## config.mk

```make
export PLATFORM = sky130hd
export DESIGN_NAME = mem_stage
export DESIGN_NICKNAME = d
export VERILOG_FILES = /design/src/rtl/mem_stage_pkg.sv /design/src/rtl/mem_stage_load_align.sv /design/src/rtl/mem_stage.sv
export SDC_FILE = /design/constraint.sdc
export NUM_CORES = 1
export LEC_CHECK = 0
export ABC_AREA = 1
export BUFFER_PORTS_ARGS = -buffer_cell sky130_fd_sc_hd__buf_4
export CAP_MARGIN = 10
export CORE_MARGIN = 5
export CORE_UTILIZATION = 55
export CTS_BUF_LIST = sky130_fd_sc_hd__clkbuf_16
export DETAILED_ROUTE_END_ITERATION = 7
export PLACE_DENSITY = 0.86
export SETUP_SLACK_MARGIN = 0.02
export SYNTH_ARGS = -nofsm -noshare
export SYNTH_HDL_FRONTEND = slang
export SYNTH_HIERARCHICAL = 1
export SYNTH_SLANG_ARGS = --single-unit
```

## constraint.sdc

```tcl
create_clock -name clk -period 2.7 [get_ports clk]
set_clock_uncertainty 0.2 [all_clocks]
set_input_delay 0.27 -clock clk [delete_from_list [all_inputs] [get_ports clk]]
set_output_delay 0.27 -clock clk [all_outputs]
set_load 0.02 [all_outputs]
```

## src/rtl/mem_stage_pkg.sv

```systemverilog
// Shared definitions for the memory pipeline stage: memory-op encodings,
// stage FSM states and small op-classification helpers.
package mem_stage_pkg;

  localparam int MEM_OP_WIDTH = 3;

  typedef logic [MEM_OP_WIDTH-1:0] mem_op_t;

  localparam mem_op_t MEM_NONE = 3'd0;
  localparam mem_op_t MEM_LW   = 3'd1;
  localparam mem_op_t MEM_LB   = 3'd2;
  localparam mem_op_t MEM_LBU  = 3'd3;
  localparam mem_op_t MEM_SW   = 3'd4;
  localparam mem_op_t MEM_SB   = 3'd5;

  typedef enum logic {
    ST_IDLE = 1'b0,
    ST_BUS  = 1'b1
  } state_e;

  // Unassigned encodings behave exactly like MEM_NONE.
  function automatic mem_op_t mem_op_norm(input mem_op_t op);
    mem_op_t r;
    case (op)
      MEM_LW, MEM_LB, MEM_LBU, MEM_SW, MEM_SB: r = op;
      default:                                 r = MEM_NONE;
    endcase
    return r;
  endfunction

  function automatic logic is_store_op(input mem_op_t op);
    return (op == MEM_SW) || (op == MEM_SB);
  endfunction

  function automatic logic is_word_op(input mem_op_t op);
    return (op == MEM_LW) || (op == MEM_SW);
  endfunction

endpackage

```

## src/rtl/mem_stage_load_align.sv

```systemverilog
// Load data alignment: picks the addressed little-endian byte lane and
// sign- or zero-extends it; word loads pass the bus data through.
module mem_stage_load_align
  import mem_stage_pkg::*;
(
  input  logic [31:0] rdata_i,
  input  logic [1:0]  lane_i,
  input  mem_op_t     mem_op_i,
  output logic [31:0] data_o
);

  logic [7:0] byte_s;

  // Byte lane select.
  always_comb begin
    byte_s = rdata_i[7:0];
    case (lane_i)
      2'd0:    byte_s = rdata_i[7:0];
      2'd1:    byte_s = rdata_i[15:8];
      2'd2:    byte_s = rdata_i[23:16];
      2'd3:    byte_s = rdata_i[31:24];
      default: byte_s = rdata_i[7:0];
    endcase
  end

  // Extension according to load flavour.
  always_comb begin
    data_o = rdata_i;
    case (mem_op_i)
      MEM_LW:  data_o = rdata_i;
      MEM_LB:  data_o = {{24{byte_s[7]}}, byte_s};
      MEM_LBU: data_o = {24'd0, byte_s};
      default: data_o = rdata_i;
    endcase
  end

endmodule

```

## src/rtl/mem_stage.sv

```systemverilog
// Memory pipeline stage: turns the ALU result into a writeback or a bus
// load/store with req/ack handshake, timeout and misalignment detection.
module mem_stage
  import mem_stage_pkg::*;
#(
  parameter int TIMEOUT_CYCLES = 255
) (
  input  logic        clk,
  input  logic        rst_n,
  input  logic        in_valid,
  output logic        in_ready,
  input  logic [31:0] in_alu_result,
  input  logic [31:0] in_store_data,
  input  logic [2:0]  in_mem_op,
  input  logic [4:0]  in_wb_reg,
  input  logic        in_wb_en,
  output logic        bus_req,
  output logic        bus_we,
  output logic [31:0] bus_addr,
  output logic [31:0] bus_wdata,
  output logic [3:0]  bus_be,
  input  logic        bus_ack,
  input  logic [31:0] bus_rdata,
  output logic        wb_valid,
  output logic [4:0]  wb_reg,
  output logic [31:0] wb_data,
  output logic        addr_error,
  output logic        bus_timeout
);

  localparam int CNT_W = (TIMEOUT_CYCLES > 2) ? $clog2(TIMEOUT_CYCLES) : 1;
  localparam logic [CNT_W-1:0] CNT_LAST = CNT_W'(TIMEOUT_CYCLES - 1);

  state_e           state_q, state_d;
  logic [CNT_W-1:0] cnt_q, cnt_d;
  mem_op_t          op_q, op_d;
  logic [1:0]       lane_q, lane_d;
  logic [4:0]       ld_reg_q, ld_reg_d;
  logic             ld_wb_q, ld_wb_d;
  logic             bus_req_q, bus_req_d;
  logic             bus_we_q, bus_we_d;
  logic [31:0]      bus_addr_q, bus_addr_d;
  logic [31:0]      bus_wdata_q, bus_wdata_d;
  logic [3:0]       bus_be_q, bus_be_d;
  logic             wb_valid_q, wb_valid_d;
  logic [4:0]       wb_reg_q, wb_reg_d;
  logic [31:0]      wb_data_q, wb_data_d;
  logic             addr_error_q, addr_error_d;
  logic             bus_timeout_q, bus_timeout_d;

  mem_op_t     op_in_s;
  logic        accept_s;
  logic        wb_fire_s;
  logic [31:0] ld_data_s;

  assign op_in_s   = mem_op_norm(in_mem_op);
  assign in_ready  = (state_q == ST_IDLE);
  assign accept_s  = in_valid && in_ready;
  assign wb_fire_s = in_wb_en && (in_wb_reg != 5'd0);

  mem_stage_load_align u_load_align (
    .rdata_i  (bus_rdata),
    .lane_i   (lane_q),
    .mem_op_i (op_q),
    .data_o   (ld_data_s)
  );

  // Next-state and registered-output logic for the IDLE/BUS controller.
  always_comb begin
    state_d       = state_q;
    cnt_d         = cnt_q;
    op_d          = op_q;
    lane_d        = lane_q;
    ld_reg_d      = ld_reg_q;
    ld_wb_d       = ld_wb_q;
    bus_req_d     = bus_req_q;
    bus_we_d      = bus_we_q;
    bus_addr_d    = bus_addr_q;
    bus_wdata_d   = bus_wdata_q;
    bus_be_d      = bus_be_q;
    wb_valid_d    = 1'b0;
    wb_reg_d      = wb_reg_q;
    wb_data_d     = wb_data_q;
    addr_error_d  = 1'b0;
    bus_timeout_d = 1'b0;

    case (state_q)
      ST_IDLE: begin
        if (!accept_s) begin
          state_d = ST_IDLE;
        end else if (op_in_s == MEM_NONE) begin
          wb_valid_d = wb_fire_s;
          if (wb_fire_s) begin
            wb_reg_d  = in_wb_reg;
            wb_data_d = in_alu_result;
          end else begin
            wb_reg_d  = wb_reg_q;
            wb_data_d = wb_data_q;
          end
        end else if (is_word_op(op_in_s) && (in_alu_result[1:0] != 2'b00)) begin
          addr_error_d = 1'b1;
        end else begin
          state_d    = ST_BUS;
          cnt_d      = '0;
          op_d       = op_in_s;
          lane_d     = in_alu_result[1:0];
          ld_reg_d   = in_wb_reg;
          ld_wb_d    = wb_fire_s && !is_store_op(op_in_s);
          bus_req_d  = 1'b1;
          bus_we_d   = is_store_op(op_in_s);
          bus_addr_d = {in_alu_result[31:2], 2'b00};
          case (op_in_s)
            MEM_SW: begin
              bus_wdata_d = in_store_data;
              bus_be_d    = 4'b1111;
            end
            MEM_SB: begin
              bus_wdata_d = {4{in_store_data[7:0]}};
              bus_be_d    = 4'b0001 << in_alu_result[1:0];
            end
            default: begin
              bus_wdata_d = 32'd0;
              bus_be_d    = 4'b1111;
            end
          endcase
        end
      end

      ST_BUS: begin
        // Ack beats the timeout when both land on the last allowed cycle.
        if (bus_ack) begin
          state_d    = ST_IDLE;
          bus_req_d  = 1'b0;
          wb_valid_d = ld_wb_q;
          if (ld_wb_q) begin
            wb_reg_d  = ld_reg_q;
            wb_data_d = ld_data_s;
          end else begin
            wb_reg_d  = wb_reg_q;
            wb_data_d = wb_data_q;
          end
        end else if (cnt_q == CNT_LAST) begin
          state_d       = ST_IDLE;
          bus_req_d     = 1'b0;
          bus_timeout_d = 1'b1;
        end else begin
          cnt_d = cnt_q + CNT_W'(1);
        end
      end

      default: begin
        state_d   = ST_IDLE;
        bus_req_d = 1'b0;
      end
    endcase
  end

  // State and output registers; async reset abandons any bus transaction.
  always_ff @(posedge clk or negedge rst_n) begin
    if (!rst_n) begin
      state_q       <= ST_IDLE;
      cnt_q         <= '0;
      op_q          <= MEM_NONE;
      lane_q        <= 2'd0;
      ld_reg_q      <= 5'd0;
      ld_wb_q       <= 1'b0;
      bus_req_q     <= 1'b0;
      bus_we_q      <= 1'b0;
      bus_addr_q    <= 32'd0;
      bus_wdata_q   <= 32'd0;
      bus_be_q      <= 4'd0;
      wb_valid_q    <= 1'b0;
      wb_reg_q      <= 5'd0;
      wb_data_q     <= 32'd0;
      addr_error_q  <= 1'b0;
      bus_timeout_q <= 1'b0;
    end else begin
      state_q       <= state_d;
      cnt_q         <= cnt_d;
      op_q          <= op_d;
      lane_q        <= lane_d;
      ld_reg_q      <= ld_reg_d;
      ld_wb_q       <= ld_wb_d;
      bus_req_q     <= bus_req_d;
      bus_we_q      <= bus_we_d;
      bus_addr_q    <= bus_addr_d;
      bus_wdata_q   <= bus_wdata_d;
      bus_be_q      <= bus_be_d;
      wb_valid_q    <= wb_valid_d;
      wb_reg_q      <= wb_reg_d;
      wb_data_q     <= wb_data_d;
      addr_error_q  <= addr_error_d;
      bus_timeout_q <= bus_timeout_d;
    end
  end

  assign bus_req     = bus_req_q;
  assign bus_we      = bus_we_q;
  assign bus_addr    = bus_addr_q;
  assign bus_wdata   = bus_wdata_q;
  assign bus_be      = bus_be_q;
  assign wb_valid    = wb_valid_q;
  assign wb_reg      = wb_reg_q;
  assign wb_data     = wb_data_q;
  assign addr_error  = addr_error_q;
  assign bus_timeout = bus_timeout_q;

endmodule

```

==> impl_metrics.toml, run 1 <==
[synth]
synth_ff_type = "dfrtp_1"
synth_area_per_cell_um2 = 7.301
ys_seq_elements = 127
synth-async-reset-ratio = 1.000
syn_inst = 886
ys_types = 23
synth_edf_count = 0
synth.most_common_cell = "nand2_1"
yosysWarnings = 6
yosys.area.top_type = "dfrtp_1"
seq_area_frac_synth = 0.4913
synth_top_area_frac = 0.4913
syn_area_um2 = 6469
synth_common_cells = "nand2_1 (392), dfrtp_1 (127), o21ai_0 (77)"
synthTopCellsByArea = "dfrtp_1 (49%), nand2_1 (23%), o21ai_0 (6.0%), nand3_1 (4.1%), nand4_1 (3.8%)"

[clock_network]
cts_resized = 0
cts_setup_buffers = 0
clock-sinks = 127
cts_tree = "yes"
cts_max_path_buffers = 2
cts_buffers = 17
cts_root_buf = "clkbuf_16"
clock_latency_ps = 410
holdBufCountCts = 72
path_clk_slew_ps = 60
htree_levels = 4

[timing]
rsz0062_at_grt = "false"
min_period_ps = 2238
timing.setup.tns_ps = 0
setup_violations = 0
tightest_slew_ps = 765.9
period_share = 0.8290
relSlewSlack = 0.4876
hold_violations = 0
clock.fmax_ghz = 0.4468
hold_ws_ps = 20.08
slew_viol_final = 0

[cells_and_area]
multi_input_area_um2 = 2815
drive_gt1_frac = 0.2339
nNetsFinal = 1266
seqCellArea_um2 = 3179
syn_to_final_growth_pct = 45.76
fillers = 700
n_antenna_cell = 0

[pwr]
p_leak_nw = 5.206
p_sw_mw = 2.960
switching_share = 0.3728
p_seq_frac = 0.353
clockPowerShare = 0.273
intPower_mw = 4.979
p_comb_frac = 0.373
ir_worst_vdd_mv = 0.6038
p_per_area_nw_per_um2 = 841.9

[critical_path]
r2r_slack_ps = 470
critPathArrivalTime_ps = 2380
endpoint_kind = "flip-flop"
worst_setup_path_start_kind = "input port"
timing_worst_setup_path_type = "input port to flip-flop"
worstPathRequired_ps = 2840
crit_fanout = 24

[global_route]
overflow = 0
grt_pass1_vias = 7047
grt_pass1_wl_mm = 35.80
grt.total_usage = 0.3123
grt_antenna_before_repair = 0
grt_max_degree = 91

[hold_path]
min_path_type = "input port to flip-flop"

[die]
chipWidth_um = 118.5
die_h_um = 118.5
core_um2 = 11470
dieArea_um2 = 14030
start_util = 0.5641
rows = 39
io_pins = 220

[placed_design]
gp_congestion = 0.9115
port_buffers = 217
hpwl_mm = 13.65

[route]
drt_iter0_markers = 697
drt-total-wl_mm = 22.21
wl_per_cell_um = 16.96
vias = 7176
drc = 0
vias_per_cell = 5.478
drt-pass1-iter-count = 7
ant_nets = 0

[run_status]
status = "completed"

[job]
drv_cap = 0
## placed cells by master, fill, tap and decap left out
master / instances
bufinv_16: 2
a21oi_1: 7
nand2_1: 392
clkinv_1: 4
o21ai_2: 1
xor2_1: 1
nand3_4: 1
inv_1: 55
dlygate4sd3_1: 72
nand3_2: 4
nand2_2: 6
dfrtp_2: 1
clkinv_2: 2
inv_2: 4
o21ai_1: 15
clkbuf_16: 17
ha_1: 2
dfrtp_1: 126
buf_12: 3
nor3_1: 1
nand3_1: 52
clkinvlp_4: 4
buf_4: 227
nor2_1: 47
o21ai_0: 77
nand4_1: 39
clkinv_4: 1
conb_1: 2
xnor2_1: 2
## per-stage QoR
step	instances	cell area [um2]	util	power, mW	setup WS (ps)
2_1_floorplan	887	6472	-	4.355	900.9
3_3_place_gp	1207	8155	0.7112	5.575	614.7
3_5_place_dp	1207	8155	0.7112	5.646	552.7
4_1_cts	1310	9429	0.8223	7.918	519.5
5_1_grt	1310	9429	0.8223	8.335	331.9
6_report	1310	9429	0.8223	7.939	461.7
## worst max-delay path: stages
cell	delay [ps]
dlygate4sd3_1	560
buf_4	150
inv_1	150
nand2_1	90
nand3_2	120
nand3_4	100
inv_1	570
nand2_1	220
nand2_1	130
## power groups by stage
stage                     clock network, mW  logic, mW  registers, mW
after floorplan                           0      0.984           3.37
after global placement                    0       2.77           2.80
after detailed placement                  0       2.83           2.81
after CTS                              2.19       2.94           2.79
after global routing                   2.26       3.21           2.86
final                                  2.17       2.96           2.80
## worst paths after layout
path                                            start                        end  depth (start not counted)
worst min-delay path                in_alu_result[30]   bus_addr[30]$_DFFE_PN0P_                          3
max in group asynchronous                       rst_n          state_q$_DFF_PN0_                          3
worst max register to register      state_q$_DFF_PN0_    wb_data[27]$_DFFE_PN0P_                          5
worst min register to register  bus_be[1]$_DFFE_PN0P_      bus_be[1]$_DFFE_PN0P_                          2
min in group asynchronous                       rst_n    wb_data[26]$_DFFE_PN0P_                          2
worst max-delay path                 in_alu_result[1]  bus_wdata[19]$_DFFE_PN0P_                          9
## cell type report
class	instances	share of cell area
Sequential cell	127	0.3372
Timing Repair Buffer	302	0.2635
Clock buffer	17	0.04512
Tap cell	143	0.01898
Inverter	58	0.02309
Clock inverter	14	0.01353
Multi-Input combinational cell	649	0.2986
## per-layer routing
layer / up-vias / wire (um) / GRT usage
li1: 3350 / - / -
met1: 3306 / 8414 / 0.3842
met2: 437 / 10920 / 0.5292
met3: 83 / 1969 / 0.07498
met4: 0 / 909 / 0.1290
met5: - / 0 / 0
## kinds of logic after synthesis
logic type,after synthesis,share of synthesized area
and+or+nand+nor,542,0.3462
DFF,127,0.4913
buffers and inverters,111,0.07601
AOI/OAI and AO/OA,100,0.07795
xor gates and xnor gates,3,0.004063
adders and majority gates,2,0.003868
other,1,0.0005797
Power figures use the tool's default switching activity.
==> run 2: changes to the inputs <==
--- a/config.mk
+++ b/config.mk
@@ -9,10 +9,10 @@
 export BUFFER_PORTS_ARGS = -buffer_cell sky130_fd_sc_hd__buf_4
 export CAP_MARGIN = 10
 export CORE_MARGIN = 5
-export CORE_UTILIZATION = 55
+export CORE_UTILIZATION = 46
 export CTS_BUF_LIST = sky130_fd_sc_hd__clkbuf_16
 export DETAILED_ROUTE_END_ITERATION = 7
-export PLACE_DENSITY = 0.86
+export PLACE_DENSITY = 0.77
 export SETUP_SLACK_MARGIN = 0.02
 export SYNTH_ARGS = -nofsm -noshare
 export SYNTH_HDL_FRONTEND = slang
==> constraint.sdc (replaced) <==
create_clock -name clk -period 2 [get_ports clk]
set_clock_uncertainty 0.2 [all_clocks]
set_input_delay 0.2 -clock clk [delete_from_list [all_inputs] [get_ports clk]]
set_output_delay 0.2 -clock clk [all_outputs]
set_load 0.02 [all_outputs]
==> run 2 against run 1 <==
Utilization decreased by 11 points. Clock power is 47% higher. Register-to-register slack worse by 270 ps. Cell count increased by 4.9%. Global-route usage shrank 3.7 points. First-iteration DRC count decreased by 2.7%. Critical path depth is 1 higher. Die area rose by 18%. Combinational power up 36%. Critical endpoint is now bus_wdata[21]$_DFFE_PN0P_. Largest cell class unchanged.
==> impl_metrics.toml, run 2 (synthesis gave the netlist of run 1 again) <==
[critical_path]
crit_fanout = 24
endpoint_kind = "flip-flop"
r2r_start = "lane_q[0]$_DFFE_PN0P_"
timing_worst_setup_path_type = "input port to flip-flop"
crit_start = "in_alu_result[0]"
worst_setup_path_start_kind = "input port"
critPathArrivalTime_ps = 2030
worstPathRequired_ps = 2150

[timing]
relSlewSlack = 0.5758
setup_violations = 0
slew_viol_final = 0
min_period_ps = 1883
tightest_slew_ps = 636.3
rsz0062_at_grt = "false"
timing.setup.tns_ps = 0
clock.fmax_ghz = 0.5309
hold_violations = 0
period_share = 0.9417

[pwr]
p_comb_frac = 0.366
p_leak_nw = 5.373
p_seq_frac = 0.345
clockPowerShare = 0.288
p_per_area_nw_per_um2 = 1123
finalPower_mw = 11.03
p_sw_mw = 3.982
ir_worst_vdd_mv = 0.5826
intPower_mw = 7.043
switching_share = 0.3612

[route]
vias_per_cell = 5.248
drc = 0
ant_nets = 0
drt-pass1-iter-count = 5
vias = 7211
drt-total-wl_mm = 22.61
drt_iter0_markers = 678
wl_per_cell_um = 16.45

[die]
chipWidth_um = 128.6
die_h_um = 128.6
rows = 43
start_util = 0.4678
dieArea_um2 = 16530
io_pins = 220
core_um2 = 13830

[run_status]
status = "completed"

[cells_and_area]
syn_to_final_growth_pct = 51.74
fillers = 1044
finish.instance_area_um2 = 9816
final_cell_mix = "nand2_1 (392), buf_4 (231), dfrtp_1 (125)"
utilization = 0.7099
nNetsFinal = 1290
final_common_cell = "nand2_1"
drive_gt1_frac = 0.2408

[placed_design]
hpwl_mm = 14.52
place_area_um2 = 8339
port_buffers = 217
gp_congestion = 0.8950

[clock_network]
path_clk_slew_ps = 50
clock_latency_ps = 420
htree_levels = 4
cts_tree = "yes"
cts_max_path_buffers = 2
clock-sinks = 127
cts_setup_buffers = 0
cts_root_buf = "clkbuf_16"
cts_buffers = 17

[global_route]
grt_pass1_wl_mm = 36.07
grt_max_degree = 75
grt_antenna_before_repair = 1
overflow = 0
grt_pass1_vias = 7156
grt.total_usage = 0.2754

[hold_path]
min_path_type = "input port to async pin"

[job]
drv_cap = 0
==> run 2: final timing paths <==
kind	endpoint	cells after the start	slack (ps)
max in group asynchronous	bus_wdata[7]$_DFFE_PN0P_	3	890
max	bus_wdata[21]$_DFFE_PN0P_	10	120
min	bus_addr[22]$_DFFE_PN0P_	2	50
min in group clk	wb_data[15]$_DFFE_PN0P_	7	50
max reg2reg	wb_data[20]$_DFFE_PN0P_	11	200
min reg2reg	bus_be[0]$_DFFE_PN0P_	2	280
==> run 2: worst max-delay path: stages <==
cell and delay, ps:
dlygate4sd3_1 560, buf_4 150, inv_1 150, nand2_1 100, nand3_2 140, nand3_4 220, inv_1 170, buf_12 170
nand2_1 80, nand2_1 90
==> run 2: layout make-up <==
class                           instances  area [um2]  share of cell area
Inverter                               58       217.7             0.02218
Clock inverter                         15       175.2             0.01785
Multi-Input combinational cell        650        2830              0.2883
Antenna cell                            2       5.005           0.0005099
Clock buffer                           17       425.4             0.04334
Sequential cell                       127        3181              0.3240
Timing Repair Buffer                  325        2756              0.2808
Tap cell                              180       225.2             0.02294
==> run 2: per-stage QoR <==
stage	setup slack [ps]	std cells	hold WS, ps
finish	116.5	1374	54.25
global route	20.39	1373	54.99
CTS	89.39	1371	37.63
detailed placement	190.0	1254	-46.21
global placement	208.7	1254	-50.01
floorplan	200.9	887	-295.6
==> run 2: metal layers <==
metal | global-route usage | wire length [um]
met1 | 0.3365 | 8802
met5 | 0 | 0
met2 | 0.4677 | 10890
met3 | 0.07680 | 2246
met4 | 0.1001 | 673
==> run 2: what timing repair did <==
item                                   in CTS  in global routing
setup endpoints to repair                   0                 51
resized for setup                           0                  4
hold buffers                               85                  0
endpoints found under the hold margin     222                  0
==> run 2: power groups by stage <==
stage	Clock, mW	Combinational (mW)	Sequential, mW
6_report	3.18	4.04	3.81
5_1_grt	3.34	4.39	3.90
4_1_cts	3.22	4.02	3.79
3_5_place_dp	0	3.88	3.82
3_3_place_gp	0	3.80	3.81
2_1_floorplan	0	1.33	4.55
